File: src/rtl/pc_fetch_ctrl_pkg.sv
// pc_fetch_ctrl shared types.
// State, next-PC select encoding, PC step.
package pc_ctrl_pkg;

  typedef enum logic [2:0] {
    BOOT,
    RUN,
    MISS,
    DROP,
    ERR
  } state_e;

  typedef enum logic [2:0] {
    SEL_INC,
    SEL_BR,
    SEL_JMP,
    SEL_PEND,
    SEL_VEC
  } sel_e;

  localparam logic [31:0] PC_INC = 32'd4;

  function automatic logic [31:0] align4(
    input logic [31:0] a
  );
    return {a[31:2], 2'b00};
  endfunction

endpackage

File: src/rtl/pc_fetch_ctrl_if.sv
// Instruction-memory fetch handshake.
// Single outstanding request, address is the PC.
interface pc_fetch_ctrl_if;

  logic imem_req_o;
  logic imem_rdy_i;

  modport master (
    output imem_req_o,
    input  imem_rdy_i
  );

  modport slave (
    input  imem_req_o,
    output imem_rdy_i
  );

endinterface

File: src/rtl/pc_fetch_ctrl_nxt_mux.sv
// Next-PC select with redirect alignment.
// Redirect targets lose bits[1:0]; flag if set.
module pc_nxt_mux
  import pc_ctrl_pkg::*;
#(
  parameter logic [31:0] RESET_VECTOR = 32'h0000_0000
) (
  input  sel_e        sel_i,
  input  logic [31:0] pc_i,
  input  logic [31:0] br_tgt_i,
  input  logic [31:0] jmp_tgt_i,
  input  logic [31:0] pend_i,
  output logic [31:0] nxt_o,
  output logic        misalign_o
);

  // Pick the next PC source.
  always_comb begin
    nxt_o      = pc_i + PC_INC;
    misalign_o = 1'b0;
    unique case (sel_i)
      SEL_BR: begin
        nxt_o      = align4(br_tgt_i);
        misalign_o = |br_tgt_i[1:0];
      end
      SEL_JMP: begin
        nxt_o      = align4(jmp_tgt_i);
        misalign_o = |jmp_tgt_i[1:0];
      end
      SEL_PEND: nxt_o = pend_i;
      SEL_VEC:  nxt_o = RESET_VECTOR;
      default:  nxt_o = pc_i + PC_INC;
    endcase
  end

endmodule

File: src/rtl/pc_fetch_ctrl.sv
// PC sequencing and fetch handshake control.
// Handles misses, pending redirects, timeouts.
module pc_fetch_ctrl
  import pc_ctrl_pkg::*;
#(
  parameter logic [31:0] RESET_VECTOR = 32'h0000_0000,
  parameter int          WAIT_MAX     = 15,
  parameter int          CNT_W        = 4
) (
  input  logic              clk_i,
  input  logic              rst_i,
  input  logic [31:0]       pc_i,
  output logic [31:0]       pc_nxt_o,
  output logic              pc_hold_o,
  pc_fetch_ctrl_if.master   imem,
  input  logic              stall_i,
  input  logic              br_taken_i,
  input  logic [31:0]       br_tgt_i,
  input  logic              jmp_i,
  input  logic [31:0]       jmp_tgt_i,
  output logic              if_valid_o,
  output logic              flush_ifid_o,
  output logic              flush_idex_o,
  output logic              misalign_o,
  output logic              fetch_err_o
);

  localparam logic [CNT_W-1:0] CNT_LAST =
    CNT_W'(WAIT_MAX - 1);
  localparam logic [CNT_W-1:0] CNT_ONE =
    CNT_W'(1);

  state_e           state_q, state_d;
  logic [CNT_W-1:0] cnt_q, cnt_d;
  logic [31:0]      pend_q, pend_d;

  sel_e  sel;
  logic  hold, req, vld;
  logic  fl_ifid, fl_idex, mis_en;
  logic  mux_mis;
  logic  rdy, redir, tmo;
  logic [31:0] redir_tgt;

  assign rdy   = imem.imem_rdy_i;
  assign redir = br_taken_i | jmp_i;
  assign tmo   = cnt_q >= CNT_LAST;
  assign redir_tgt = br_taken_i ?
    align4(br_tgt_i) : align4(jmp_tgt_i);

  pc_nxt_mux #(
    .RESET_VECTOR (RESET_VECTOR)
  ) u_mux (
    .sel_i      (sel),
    .pc_i       (pc_i),
    .br_tgt_i   (br_tgt_i),
    .jmp_tgt_i  (jmp_tgt_i),
    .pend_i     (pend_q),
    .nxt_o      (pc_nxt_o),
    .misalign_o (mux_mis)
  );

  // State, wait counter and pending target.
  always_ff @(posedge clk_i) begin
    if (rst_i) begin
      state_q <= BOOT;
      cnt_q   <= '0;
      pend_q  <= '0;
    end else begin
      state_q <= state_d;
      cnt_q   <= cnt_d;
      pend_q  <= pend_d;
    end
  end

  // Next state and per-state controls.
  always_comb begin
    state_d = state_q;
    cnt_d   = cnt_q;
    pend_d  = pend_q;
    sel     = SEL_INC;
    hold    = 1'b1;
    req     = 1'b0;
    vld     = 1'b0;
    fl_ifid = 1'b0;
    fl_idex = 1'b0;
    mis_en  = 1'b0;
    unique case (state_q)
      BOOT: begin
        sel     = SEL_VEC;
        hold    = 1'b0;
        state_d = RUN;
      end
      RUN: begin
        req   = 1'b1;
        cnt_d = '0;
        if (br_taken_i) begin
          sel     = SEL_BR;
          hold    = 1'b0;
          fl_ifid = 1'b1;
          fl_idex = 1'b1;
          mis_en  = 1'b1;
        end else if (jmp_i) begin
          sel     = SEL_JMP;
          hold    = 1'b0;
          fl_ifid = 1'b1;
          mis_en  = 1'b1;
        end else if (stall_i) begin
          hold = 1'b1;
        end else if (rdy) begin
          hold = 1'b0;
          vld  = 1'b1;
        end else begin
          cnt_d   = CNT_ONE;
          state_d = MISS;
        end
      end
      MISS: begin
        req = 1'b1;
        if (redir) begin
          sel     = br_taken_i ? SEL_BR : SEL_JMP;
          fl_ifid = 1'b1;
          fl_idex = br_taken_i;
          mis_en  = 1'b1;
          pend_d  = redir_tgt;
          if (rdy) begin
            hold    = 1'b0;
            cnt_d   = '0;
            state_d = RUN;
          end else if (tmo) begin
            state_d = ERR;
          end else begin
            cnt_d   = cnt_q + CNT_ONE;
            state_d = DROP;
          end
        end else if (rdy) begin
          cnt_d   = '0;
          state_d = RUN;
          if (!stall_i) begin
            hold = 1'b0;
            vld  = 1'b1;
          end
        end else if (tmo) begin
          state_d = ERR;
        end else begin
          cnt_d = cnt_q + CNT_ONE;
        end
      end
      DROP: begin
        req = 1'b1;
        sel = SEL_PEND;
        if (br_taken_i) begin
          sel     = SEL_BR;
          fl_ifid = 1'b1;
          fl_idex = 1'b1;
          mis_en  = 1'b1;
          pend_d  = align4(br_tgt_i);
        end
        if (rdy) begin
          hold    = 1'b0;
          cnt_d   = '0;
          state_d = RUN;
        end else if (tmo) begin
          state_d = ERR;
        end else begin
          cnt_d = cnt_q + CNT_ONE;
        end
      end
      ERR: begin
        hold = 1'b1;
      end
      default: state_d = BOOT;
    endcase
  end

  assign pc_hold_o       = hold;
  assign imem.imem_req_o = req & ~rst_i;
  assign if_valid_o      = vld & ~rst_i;
  assign flush_ifid_o    = fl_ifid & ~rst_i;
  assign flush_idex_o    = fl_idex & ~rst_i;
  assign misalign_o      = mis_en & mux_mis & ~rst_i;
  assign fetch_err_o     = state_q == ERR;

endmodule

File: src/flat_wrapper.sv
// flat-port wrapper written by rule: the top's interface ports become plain ports
module pc_fetch_ctrl_flat import pc_ctrl_pkg::*;
#(
  parameter logic [31:0] RESET_VECTOR = 32'h0000_0000,
  parameter int          WAIT_MAX     = 15,
  parameter int          CNT_W        = 4
)
  (clk_i, rst_i, pc_i, pc_nxt_o, pc_hold_o, stall_i, br_taken_i, br_tgt_i, jmp_i, jmp_tgt_i, if_valid_o, flush_ifid_o, flush_idex_o, misalign_o, fetch_err_o, imem_imem_req_o, imem_imem_rdy_i);
  pc_fetch_ctrl_if imem_i ();
  input  logic clk_i;
  input  logic rst_i;
  input  logic [31:0] pc_i;
  output logic [31:0] pc_nxt_o;
  output logic pc_hold_o;
  input  logic stall_i;
  input  logic br_taken_i;
  input  logic [31:0] br_tgt_i;
  input  logic jmp_i;
  input  logic [31:0] jmp_tgt_i;
  output logic if_valid_o;
  output logic flush_ifid_o;
  output logic flush_idex_o;
  output logic misalign_o;
  output logic fetch_err_o;
  output wire logic [$bits(imem_i.imem_req_o)-1:0] imem_imem_req_o;
  input wire logic [$bits(imem_i.imem_rdy_i)-1:0] imem_imem_rdy_i;
  assign imem_imem_req_o = imem_i.imem_req_o;
  assign imem_i.imem_rdy_i = imem_imem_rdy_i;
  pc_fetch_ctrl #(.RESET_VECTOR(RESET_VECTOR), .WAIT_MAX(WAIT_MAX), .CNT_W(CNT_W)) u_core (.clk_i(clk_i), .rst_i(rst_i), .pc_i(pc_i), .pc_nxt_o(pc_nxt_o), .pc_hold_o(pc_hold_o), .imem(imem_i), .stall_i(stall_i), .br_taken_i(br_taken_i), .br_tgt_i(br_tgt_i), .jmp_i(jmp_i), .jmp_tgt_i(jmp_tgt_i), .if_valid_o(if_valid_o), .flush_ifid_o(flush_ifid_o), .flush_idex_o(flush_idex_o), .misalign_o(misalign_o), .fetch_err_o(fetch_err_o));
endmodule
File: config.mk
export PLATFORM = sky130hd
export DESIGN_NAME = pc_fetch_ctrl_flat
export DESIGN_NICKNAME = d
export VERILOG_FILES = /design/src/rtl/pc_fetch_ctrl_pkg.sv /design/src/rtl/pc_fetch_ctrl_if.sv /design/src/rtl/pc_fetch_ctrl_nxt_mux.sv /design/src/rtl/pc_fetch_ctrl.sv /design/src/flat_wrapper.sv
export SDC_FILE = /design/constraint.sdc
export NUM_CORES = 1
export LEC_CHECK = 0
export CORE_ASPECT_RATIO = 2
export CORE_MARGIN = 3
export CORE_UTILIZATION = 45
export CTS_BUF_LIST = sky130_fd_sc_hd__clkbuf_16
export DETAILED_ROUTE_END_ITERATION = 16
export GPL_TIMING_DRIVEN = 1
export PLACE_DENSITY_LB_ADDON = 0.15
export SLEW_MARGIN = 40
export SYNTH_ARGS = -nofsm -noshare
export SYNTH_HDL_FRONTEND = slang
export SYNTH_SLANG_ARGS = --single-unit
File: constraint.sdc
create_clock -name clk_i -period 5.2 [get_ports clk_i]
set_clock_uncertainty 0.2 [all_clocks]
set_input_delay 0.78 -clock clk_i [delete_from_list [all_inputs] [get_ports clk_i]]
set_output_delay 0.78 -clock clk_i [all_outputs]
set_load 0.01 [all_outputs]
==> summary.md, run 1 <==
| Metric | Value |
|---|---|
| Status | `finished clean` |
| Crit path cell chain | `clkdlybuf4s50_1 -> ha_1 -> nand4_1 -> or4_1 -> nor3_1 -> xnor2_1 -> o21ai_1 -> clkdlybuf4s50_1` |
| First-pass GRT wire length | `roughly 17 mm` |
| CTS tree | `yes` |
| Setup tns final | `0 ns` |
| Period minus WS final | `between 4 and 5 ns` |
| Count of final setup violators | `0` |
| YS warnings | `0` |
| CP bufs+invs | `2` |
| Worst Tran Pin Value | `around 0.63 ns` |
| Antenna violations before repair | `0` |
| Most used flip-flop cell after synthesis | `dfxtp_1` |
| Die area | `about 0.0076 mm²` |
| Worst EP arrival | `around 3.5 ns` |
| Skew-Pair Late Insertion Delay | `roughly 0.29 ns` |
| Mapped Nets | `approximately 480` |
| Worst setup path class | `in -> out` |
| DR WL/cell | `about 18 µm` |
| Largest net degree at the start of global routing | `40` |
| Slowest CP cell | `or4_1` |
| Placer congestion estimate | `~0.90` |
| Syn Std Cell Area | `around 0.0030 mm²` |
| Share of cells above drive strength 1 | `0.0580` |
| Total length of routed wires | `around 11 mm` |
| Leakage power figure | `approximately 0.0016 µW` |
| Antenna Diode Count | `0` |
| GRT Util Overall | `0.277` |
| DRC viols | `0` |
| Routed Antenna Nets | `0` |
| 1st-pass router iterations | `6` |
| Filler Cells Inserted | `about 560` |
| Core Rows | `41` |
| Peak VDD IR | `about 0.12 mV` |
| RSZ-0062 raised after global routing | `false` |
| Hold crit path type | `reg -> reg` |
| CP max FO | `5` |
| Vias | `3545` |
| Clock slew at reported path FFs | `roughly 0.050 ns` |
| Max clock buf depth | `2` |
| Post-synth cell types | `43` |
| Port buffer count | `140` |
| Clock Sinks | `37` |
| CTS root buf | `clkbuf_16` |
| Die Width | `about 63 µm` |
| Count of nets after finishing | `around 600` |
| CP Launch Type | `input pin` |
| Slew Viols, Final | `0` |
| CTS buffer count | `5` |
| Final setup margin | `0.736 ns` |
| Post-cts repair resize count | `0` |
| # IOs | `about 140` |
| Synth Instances | `371` |
| Post-CTS Setup Bufs | `0` |
| Max_cap viols | `0` |
| Initial DRC Count | `between 300 and 400` |
| Initial core utilization | `0.464` |
| CP delay by family, top | `simple AND/OR/NAND/NOR gates` |
| Area growth, synth to finish | `56.2%` |
| DP Worst Slack | `about 0.74 ns` |
| Clock H-tree levels | `2` |
| Slew headroom | `0.581` |
| Vias in the first global route | `around 3600` |
| Worst path most repeated cell | `clkdlybuf4s50_1` |
| Die Y | `around 120 µm` |
| Final period util | `0.858` |
| CP Capture Type | `output pin` |
| Hold Fails Final Rpt | `0` |
| GRT overflow | `0` |
| Pwr dens | `182 mW/mm²` |
| Sequential area share after synthesis | `0.251` |
| CP required | `4.22 ns` |
| CTS Hold Bufs | `0` |
| Fmax | `approximately 220 MHz` |
| EDFF count, synth | `0` |
| Core area | `between 0.006 and 0.007 mm²` |
| Ys async rst share | `0` |
| Largest stage delay, worst path | `0.69 ns` |
| Core Util, Final | `0.725` |
| DP Wirelength | `a little over 8 mm` |
| Syn Area/Cell | `7.96 µm²` |
| Vias/cell | `approximately 6` |
| Flip-flop and latch count after synthesis | `37` |
## synth_stat cells, drive strengths merged (2+ instances only)
cell type,number,area share
nor2,48,0.061
o21ai,38,0.064
dfxtp,37,0.25
mux2i,31,0.11
a211oi,29,0.074
a222oi,29,0.098
clkbuf,22,0.031
xor2,17,0.050
nand3,13,0.022
nand2,12,0.015
xnor2,12,0.036
nand4,10,0.023
nor3,10,0.019
buf,8,0.014
a21oi,7,0.012
and2,5,0.011
inv,5,0.0064
and4,4,0.012
nor2b,4,0.0085
ha,3,0.013
nand3b,3,0.0076
nor4,3,0.011
or2,3,0.0064
a211o,2,0.0059
and3,2,0.0042
nand2b,2,0.0042
or3,2,0.0042
## metal layers
layer | GRT usage | vias to the layer above | part of all wire
met3 | 0.0474 | 29 | 0.074
li1 | - | 1693 | -
met1 | 0.287 | 1626 | 0.35
met4 | 0.145 | 0 | 0.032
met2 | 0.520 | 197 | 0.55
met5 | 0 | - | 0
## worst min-delay path, cell delays in order, from the launching register on
cell and delay (ns):
dfxtp_1 0.31, nor2_1 0.09, a211oi_1 0.05
## per-stage QoR
stage / instances / hold slack, ns / power [µW] / area, µm²
floorplan: 371 / 0.258 / 392 / 2950
CTS: 586 / 0.298 / 843 / 4610
global route: 586 / 0.319 / 871 / 4610
global placement: 576 / 0.284 / 546 / 4420
detailed placement: 578 / 0.288 / 555 / 4470
finish: 586 / 0.300 / 839 / 4610
## state kept, by name (all words and copies together) (netlist names)
signal / cells
u_core.pend_q: 30
u_core.cnt_q: 4
u_core.state_q: 3
## kinds of logic (layout without fill, tap and decap cells)
family / after synthesis / in the layout / synth area share
flip-flops: 37 / 37 / 0.251
AO/OA/AOI/OAI: 111 / 111 / 0.272
AND/OR/NAND/NOR: 124 / 124 / 0.218
XOR/XNOR: 29 / 29 / 0.0861
buffers and inverters: 36 / 165 / 0.0551
adder cells (fa/ha/maj): 3 / 3 / 0.0127
multiplexers: 31 / 31 / 0.105
## final timing paths
check / from / end / slack, ns / cells after the start
worst min-delay path: u_core.pend_q[28] / u_core.pend_q[28] / 0.30 / 2
worst max register to register: u_core.state_q[2] / u_core.pend_q[14] / 2.98 / 6
worst max-delay path: pc_i[2] / pc_nxt_o[26] / 0.74 / 8
worst min register to register: u_core.pend_q[28] / u_core.pend_q[28] / 0.30 / 2
## area by class of cell
class                      instances  area [µm²]  area share
multi-input combinational        298        2070       0.450
timing repair buffer             152        1530       0.332
sequential                        37         741       0.161
clock buffer                       5         125      0.0271
tap                               86         108      0.0233
inverter                           5        18.8     0.00407
clock inverter                     3        11.3     0.00244
## cell usage in the layout (no fill, tap or decap), types with 2 or more instances in the layout
cell	count
a211o_1	2
a211oi_1	29
a21oi_1	6
a222oi_1	29
and2_1	4
and3_1	2
and4_1	4
buf_16	2
buf_4	10
clkbuf_16	5
clkdlybuf4s50_1	140
dfxtp_1	37
ha_1	3
inv_1	8
mux2i_1	31
nand2_1	12
nand2b_1	2
nand3_1	13
nand3b_1	3
nand4_1	9
nor2_1	47
nor2b_1	4
nor3_1	7
nor3_2	3
nor4_1	2
o21ai_0	35
o21ai_1	3
or2_2	3
or3_1	2
xnor2_1	12
xor2_1	17
## power breakdown
group | internal (µW) | total [µW] | switching (µW) | leakage, µW
clock network | 172 | 290 | 117 | 0.0000776
logic | 150 | 259 | 109 | 0.00126
registers | 288 | 291 | 3.31 | 0.000299
total | 610 | 839 | 229 | 0.00164
No activity file was read; power rests on OpenSTA's default activity.
==> inputs of run 2 (changes only) <==
Settings changed: CTS_BUF_LIST sky130_fd_sc_hd__clkbuf_16 to not set.
==> run 2 against run 1 <==
  * Combinational power about the same
  * Non-clock buffer count unchanged
  * Flip-flop and latch count unchanged
  * Wire length down 0.27%
  * Final cell count unchanged
==> summary.md, run 2 (synthesized netlist as in run 1, its figures left out) <==
| Metric | Value |
|---|---|
| Clock slew at reported path FFs | `roughly 0.05 ns` |
| Reg with most FFs | `u_core.pend_q` |
| Clock H-tree levels | `2` |
| GRT Util Overall | `0.277` |
| Biggest regs | `u_core.pend_q x30, u_core.cnt_q x4, u_core.state_q x3` |
| Setup tns final | `0 ns` |
| Peak VDD IR | `0.121 mV` |
| Antenna violations before repair | `0` |
| Die Y | `121 µm` |
| Vias | `roughly 3500` |
| Leakage power figure | `around 0.0016 µW` |
| Core area | `0.00636 mm²` |
| 1st-pass router iterations | `6` |
| Die area | `0.00763 mm²` |
| RR Startpoint | `u_core.state_q[2]` |
| CTS Hold Bufs | `0` |
| First-pass GRT wire length | `around 17 mm` |
| CP max FO | `5` |
| Clock Sinks | `37` |
| CTS tree | `yes` |
| Initial core utilization | `0.464` |
| CP Capture Type | `output pin` |
| Worst setup path class | `in -> out` |
| RSZ-0062 raised after global routing | `false` |
| Vias in the first global route | `about 3600` |
| Routed Antenna Nets | `0` |
| Post-CTS Setup Bufs | `0` |
| Largest net degree at the start of global routing | `40` |
| Vias/cell | `a little under 6` |
| Post-cts repair resize count | `0` |
| Tot Pwr | `between 800 and 900 µW` |
| Period minus WS final | `around 4.5 ns` |
| DR WL/cell | `~18 µm` |
| Largest register FFs | `30` |
| Max_cap viols | `0` |
| Status | `finished clean` |
| CP required | `4.22 ns` |
| DP Area | `between 0.004 and 0.005 mm²` |
| Total length of routed wires | `~11 mm` |
| Critical path origin | `pc_i[2]` |
| Antenna Diode Count | `0` |
| GRT overflow | `0` |
| Core Rows | `41` |
| Slew Viols, Final | `0` |
| Count of nets after finishing | `between 600 and 700` |
| CTS buffer count | `5` |
| Port buffer count | `140` |
| Worst Tran Pin Value | `between 0.6 and 0.7 ns` |
| CP Launch Type | `input pin` |
| Leading cell types in the layout, fill and taps excluded | `clkdlybuf4s50_1, nor2_1, dfxtp_1` |
| Hold crit path type | `reg -> reg` |
| Fmax | `between 200 and 250 MHz` |
| Initial DRC Count | `between 300 and 400` |
| Area growth, synth to finish | `56.2%` |
| Commonest non-fill, non-tap cell in the layout | `clkdlybuf4s50_1` |
| Count of final setup violators | `0` |
| CTS root buf | `clkbuf_16` |
| Die Width | `approximately 63 µm` |
| Hold Fails Final Rpt | `0` |
| Skew-Pair Late Insertion Delay | `0.28 ns` |
| Slew headroom | `0.580` |
| Share of cells above drive strength 1 | `0.0580` |
| Max clock buf depth | `2` |
| Placer congestion estimate | `~0.9` |
| Worst Hold Launch | `u_core.pend_q[28]` |
| Pwr dens | `~180 mW/mm²` |
| Final period util | `0.859` |
| DP Wirelength | `8.12 mm` |
| Worst EP arrival | `approximately 3.5 ns` |
| DRC viols | `0` |
| Final Instance Area | `roughly 0.0046 mm²` |
| # IOs | `around 140` |
## run 2: per-layer routing
metal	GRT usage	vias to the layer above	wire length [µm]
met5	0	-	0
met4	0.145	0	346
met1	0.287	1615	3790
met3	0.0474	26	680
li1	-	1694	-
met2	0.520	160	5800
## run 2: final cells by class
cell class,count,area [µm²]
clock buffers,8,136
fillers,563,1750
inverters,5,18.8
multi-input cells,298,2070
flip-flops and latches,37,741
well taps,86,108
repair buffers,152,1530
## run 2: worst max-delay path, cell delays in order
cell	delay, ns
clkdlybuf4s50_1	0.52
ha_1	0.22
nand4_1	0.13
or4_1	0.69
nor3_1	0.30
xnor2_1	0.10
o21ai_1	0.15
clkdlybuf4s50_1	0.59
## run 2: where the power goes
part	internal, µW	total [µW]	switching [µW]
Combinational	150	259	108
Clock	178	294	116
Sequential	288	291	3.33
Total	616	844	228
## run 2: path summary, 6_finish.rpt
kind | endpoint | slack (ns) | depth (start not counted)
min reg2reg | u_core.pend_q[28] | 0.30 | 2
min | u_core.pend_q[28] | 0.30 | 2
max | pc_nxt_o[26] | 0.73 | 8
max reg2reg | u_core.pend_q[14] | 2.98 | 6
## run 2: through the flow
| stage | hold slack, ns | util | instances | setup WS [ns] |
|---|---|---|---|---|
| after floorplan | 0.258 | - | 371 | 1.93 |
| after global placement | 0.284 | 0.695 | 576 | 0.791 |
| after detailed placement | 0.288 | 0.703 | 578 | 0.738 |
| after CTS | 0.298 | 0.725 | 586 | 0.740 |
| after global routing | 0.319 | 0.725 | 586 | 0.614 |
| final | 0.299 | 0.725 | 586 | 0.733 |
==> inputs of run 3 (changes only) <==
Settings changed: CORE_MARGIN 3 to not set, CORE_UTILIZATION 45 to 46, CTS_BUF_LIST set to sky130_fd_sc_hd__clkbuf_8.
==> run 3 against run 2 <==
  * Hold slack improved by 0.0038 ns
  * Non-clock buffer count unchanged
  * Fmax about the same
  * Clock power decreased by 22%
  * Largest power group is now sequential cells
==> summary.md, run 3 (synthesized netlist as in run 1, its figures left out) <==
| Metric | Value |
|---|---|
| Setup tns final | `0 ns` |
| DR WL/cell | `17.7 µm` |
| Skew-Pair Late Insertion Delay | `about 0.30 ns` |
| Initial DRC Count | `300` |
| Worst Tran Pin Value | `around 0.66 ns` |
| Hold Fails Final Rpt | `0` |
| Die area | `~0.0068 mm²` |
| 1st-pass router iterations | `7` |
| CP Launch Type | `input pin` |
| DP Cell Count | `between 500 and 600` |
| Die Width | `about 60 µm` |
| Max clock buf depth | `2` |
| Reg2Reg Setup Slack | `about 2.9 ns` |
| Worst EP arrival | `about 3.5 ns` |
| Commonest non-fill, non-tap cell in the layout | `clkdlybuf4s50_1` |
| Biggest regs | `u_core.pend_q x30, u_core.cnt_q x4, u_core.state_q x3` |
| Wire length on met3 | `between 600 and 700 µm` |
| Max layer used | `met4` |
| CP required | `around 4.2 ns` |
| GRT Util Overall | `0.314` |
| Placer congestion estimate | `around 0.94` |
| Vias in the first global route | `approximately 3600` |
| Max_cap viols | `0` |
| CTS tree | `yes` |
| Count of nets after finishing | `about 600` |
| Antenna violations before repair | `0` |
| DRC viols | `0` |
| Peak VDD IR | `roughly 0.19 mV` |
| DP Wirelength | `between 7 and 8 mm` |
| Post-cts repair resize count | `0` |
| Initial core utilization | `0.472` |
| Status | `finished clean` |
| Routed Antenna Nets | `0` |
| Final Instance Area | `about 0.0046 mm²` |
| Slew headroom | `0.559` |
| Filler Cells Inserted | `~520` |
| CP max FO | `5` |
| Tot Pwr | `~780 µW` |
| Leading cell types in the layout, fill and taps excluded | `clkdlybuf4s50_1, nor2_1, dfxtp_1` |
| Count of final setup violators | `0` |
| Clock Sinks | `37` |
| WHS Path Cells | `2` |
| Clock slew at reported path FFs | `about 0.070 ns` |
| WL met1 | `3.56 mm` |
| Die Y | `115 µm` |
| Pwr dens | `between 150 and 200 mW/mm²` |
| CP Capture Type | `output pin` |
| Layout Cells excl Fill | `a little under 600` |
| Antenna Diode Count | `0` |
| First-pass GRT wire length | `16.2 mm` |
| Reg with most FFs | `u_core.pend_q` |
| Post-CTS Setup Bufs | `0` |
| Vias | `between 3000 and 4000` |
| Core Util, Final | `0.733` |
| Leakage power figure | `0.00162 µW` |
| CTS buffer count | `5` |
| Routed wl met2 | `5.64 mm` |
| Worst setup path class | `in -> out` |
| CTS root buf | `clkbuf_8` |
| Period minus WS final | `about 4.5 ns` |
| Port buffer count | `140` |
| Final period util | `0.860` |
| Slew Viols, Final | `0` |
| Share of cells above drive strength 1 | `0.0640` |
| Reg2Reg Depth | `6` |
| Largest net degree at the start of global routing | `40` |
| GRT overflow | `0` |
| CTS Hold Bufs | `0` |
| Largest register FFs | `30` |
| Hold crit path type | `reg -> reg` |
| Core Rows | `a little over 40` |
| # IOs | `141` |
| Area growth, synth to finish | `55.4%` |
| Total length of routed wires | `around 10 mm` |
| Fmax | `between 200 and 250 MHz` |
| DP Area | `~0.0045 mm²` |
| Clock H-tree levels | `2` |
| RSZ-0062 raised after global routing | `false` |
| Core area | `roughly 0.0063 mm²` |
| Vias/cell | `6.10` |
run 3: path summary, 6_finish.rpt:
| check | start | to |
|---|---|---|
| max reg2reg | u_core.state_q[2] | u_core.pend_q[12] |
| min reg2reg | u_core.pend_q[24] | u_core.pend_q[24] |
| min | u_core.pend_q[24] | u_core.pend_q[24] |
| max | pc_i[2] | pc_nxt_o[30] |
run 3: cell type report:
type                       instances  area, µm²  area share
multi-input combinational        298       2070       0.452
timing repair buffer             152       1540       0.337
sequential                        37        741       0.161
tap                               86        108      0.0235
clock buffer                       7       96.3      0.0210
inverter                           5       18.8     0.00409
clock inverter                     1       5.00     0.00109
run 3: report_power, final:
group	switching [µW]	leakage, µW	total [µW]	internal, µW
Combinational	111	0.00127	262	151
Clock	109	0.0000542	229	120
Sequential	3.18	0.000299	290	287
run 3: critical path, stage by stage:
cell and delay [ns]:
clkdlybuf4s50_1 0.53, ha_1 0.23, nand4_1 0.15, or4_1 0.71
nor4_4 0.34, xnor2_1 0.09, o21ai_1 0.11, clkdlybuf4s50_1 0.55
run 3: stage by stage:
step	worst slack (ns)	hold slack, ns
floorplan	1.93	0.258
global placement	0.758	0.283
detailed placement	0.723	0.294
CTS	0.723	0.304
global route	0.583	0.321
finish	0.730	0.303
run 3: per-layer routing:
metal | up-vias | track usage
li1 | 1695 | -
met1 | 1641 | 0.307
met2 | 198 | 0.586
met3 | 38 | 0.0574
met4 | 0 | 0.189
met5 | - | 0
==> patch, RTL diff (config.mk and constraints of run 2) <==
`CNT_W` is set to 4 in 2 places; all go to 6.
--- a/src/rtl/pc_fetch_ctrl.sv
+++ b/src/rtl/pc_fetch_ctrl.sv
@@ -5,7 +5,7 @@
 #(
   parameter logic [31:0] RESET_VECTOR = 32'h0000_0000,
   parameter int          WAIT_MAX     = 15,
-  parameter int          CNT_W        = 4
+  parameter int          CNT_W        = 6
 ) (
   input  logic              clk_i,
   input  logic              rst_i,
--- a/src/flat_wrapper.sv
+++ b/src/flat_wrapper.sv
@@ -3,7 +3,7 @@
 #(
   parameter logic [31:0] RESET_VECTOR = 32'h0000_0000,
   parameter int          WAIT_MAX     = 15,
-  parameter int          CNT_W        = 4
+  parameter int          CNT_W        = 6
 )
   (clk_i, rst_i, pc_i, pc_nxt_o, pc_hold_o, stall_i, br_taken_i, br_tgt_i, jmp_i, jmp_tgt_i, if_valid_o, flush_ifid_o, flush_idex_o, misalign_o, fetch_err_o, imem_imem_req_o, imem_imem_rdy_i);
   pc_fetch_ctrl_if imem_i ();
Behaviour: same outputs for any inputs over 4 cycles, from zero or initial values and one cycle with rst_i high; that may be too few to reach the edited logic, so the function may still have changed.
==> patch against run 2 <==
Sequential cell count up 2; total power up 3.0%; final area up 1.5%; synthesized area up 2.1%; hold slack worse by 0.0033 ns; clock power up 2%; critical endpoint is now pc_nxt_o[23]; highest routed layer unchanged; register-to-register slack worse by 0.07 ns; die area up 1.9%; cell count up 1.0%; wire length down 0.16%; sequential power up 5%; non-clock buffer count unchanged; worst setup slack better by 0.15 ns.
==> patch: results (changes against run 2) <==
| Metric | Value |
|---|---|
| GRT Util Overall | `0.267 (was 0.277)` |
| Top Registers | `u_core.pend_q (30), u_core.cnt_q (6), u_core.state_q (3) (was u_core.pend_q (30), u_core.cnt_q (4), u_core.state_q (3))` |
| Leading cell types by count after synthesis | `50 x nor2_1, 39 x dfxtp_1, 33 x mux2i_1, 31 x a211oi_1, 30 x a222oi_1 (was 48 x nor2_1, 37 x dfxtp_1, 35 x o21ai_0, 31 x mux2i_1)` |
| Critical path's slowest cell | `clkdlybuf4s50_1 (was or4_1)` |
| Worst-Margin Slew | `0.594 ns (was 0.626 ns)` |
| Sequential area share after synthesis | `0.259 (was 0.251)` |
| VDD IR-drop max | `0.173 mV (was 0.121 mV)` |
| Pre-CTS setup slack | `0.927 ns (was 0.738 ns)` |
| Synth top area cells | `dfxtp_1 26%, mux2i_1 11%, a222oi_1 10%, a211oi_1 7.7%, nor2_1 6.2% (was dfxtp_1 25%, mux2i_1 11%, a222oi_1 9.8%, a211oi_1 7.4%, nor2_1 6.1%)` |
| First-pass GRT wire length | `16700 um (was 16800 um)` |
| Largest stage delay, worst path | `0.56 ns (was 0.69 ns)` |
| Leak pwr | `0.00166 uW (was 0.00162 uW)` |
| Number of distinct library cells after synthesis | `41 (was 43)` |
| Vias in the first global route | `3582 (was 3591)` |
| Seq group | `306 uW (was 291 uW)` |
| Root Buffer | `clkbuf_16 (unchanged)` |
| Worst R2R End | `u_core.cnt_q[2] (was u_core.pend_q[14])` |
| Pin count of the biggest net entering global routing | `39 (was 40)` |
| Vias/cell | `6.04 (was 5.96)` |
| CP max FO | `9 (was 5)` |
| R2r setup slk | `2.91 ns (was 2.98 ns)` |
| Worst EP arrival | `3.33 ns (was 3.49 ns)` |
| Layout cells sized above 1 | `0.0632 (was 0.0580)` |
| Hold EP | `u_core.cnt_q[5] (was u_core.pend_q[28])` |
| HP Start | `u_core.cnt_q[5] (was u_core.pend_q[28])` |
| Syn nets | `483 (was 476)` |
| Power Combinational | `264 uW (was 259 uW)` |
| Initial antenna violation count | `0 (unchanged)` |
| Layout Nets | `610 (was 604)` |
| Net Sw Frac | `0.272 (was 0.270)` |
| Status | `finished, final reports clean (unchanged)` |
-- patch: layer usage --
| layer | up-vias | track usage | part of all wire |
|---|---|---|---|
| met2 | 166 | 0.503 | 0.55 |
| met4 | 0 | 0.118 | 0.026 |
| met3 | 20 | 0.0461 | 0.057 |
| met5 | - | 0 | 0 |
| met1 | 1690 | 0.281 | 0.37 |
| li1 | 1700 | - | - |
-- patch: final cells by class --
class                           count  area, um^2
Multi-Input combinational cell    296        2080
Clock buffer                        7         133
Clock inverter                      1        5.00
Fill cell                         523        1730
Sequential cell                    39         781
Tap cell                           86         108
Inverter                           11        41.3
Timing Repair Buffer              152        1530
-- patch: worst max path at each step --
stage / startpoint / end / slack (ns) / cells past startpoint
CTS: pc_i[4] / pc_nxt_o[23] / 0.90 / 7
detailed placement: pc_i[4] / pc_nxt_o[23] / 0.93 / 7
global placement: pc_i[4] / pc_nxt_o[23] / 0.95 / 7
finish: pc_i[4] / pc_nxt_o[23] / 0.89 / 7
floorplan: pc_i[14] / pc_nxt_o[28] / 2.14 / 6
global route: pc_i[4] / pc_nxt_o[23] / 0.74 / 7
-- patch: per-stage QoR --
step,hold slack (ns),utilization,cells,power [uW],cell area [um^2]
2_1_floorplan,0.238,-,378,411,3010
6_report,0.296,0.730,592,869,4680
3_5_place_dp,0.275,0.708,584,573,4540
5_1_grt,0.321,0.730,592,901,4680
3_3_place_gp,0.249,0.700,582,566,4490
4_1_cts,0.285,0.730,592,872,4680
-- patch: kinds of logic after synthesis --
family / share of synthesized area
mux: 0.110
compound gates: 0.271
buf+inv: 0.0594
simple gates: 0.204
flops: 0.259
fa+ha+maj: 0.0125
xor+xnor: 0.0843
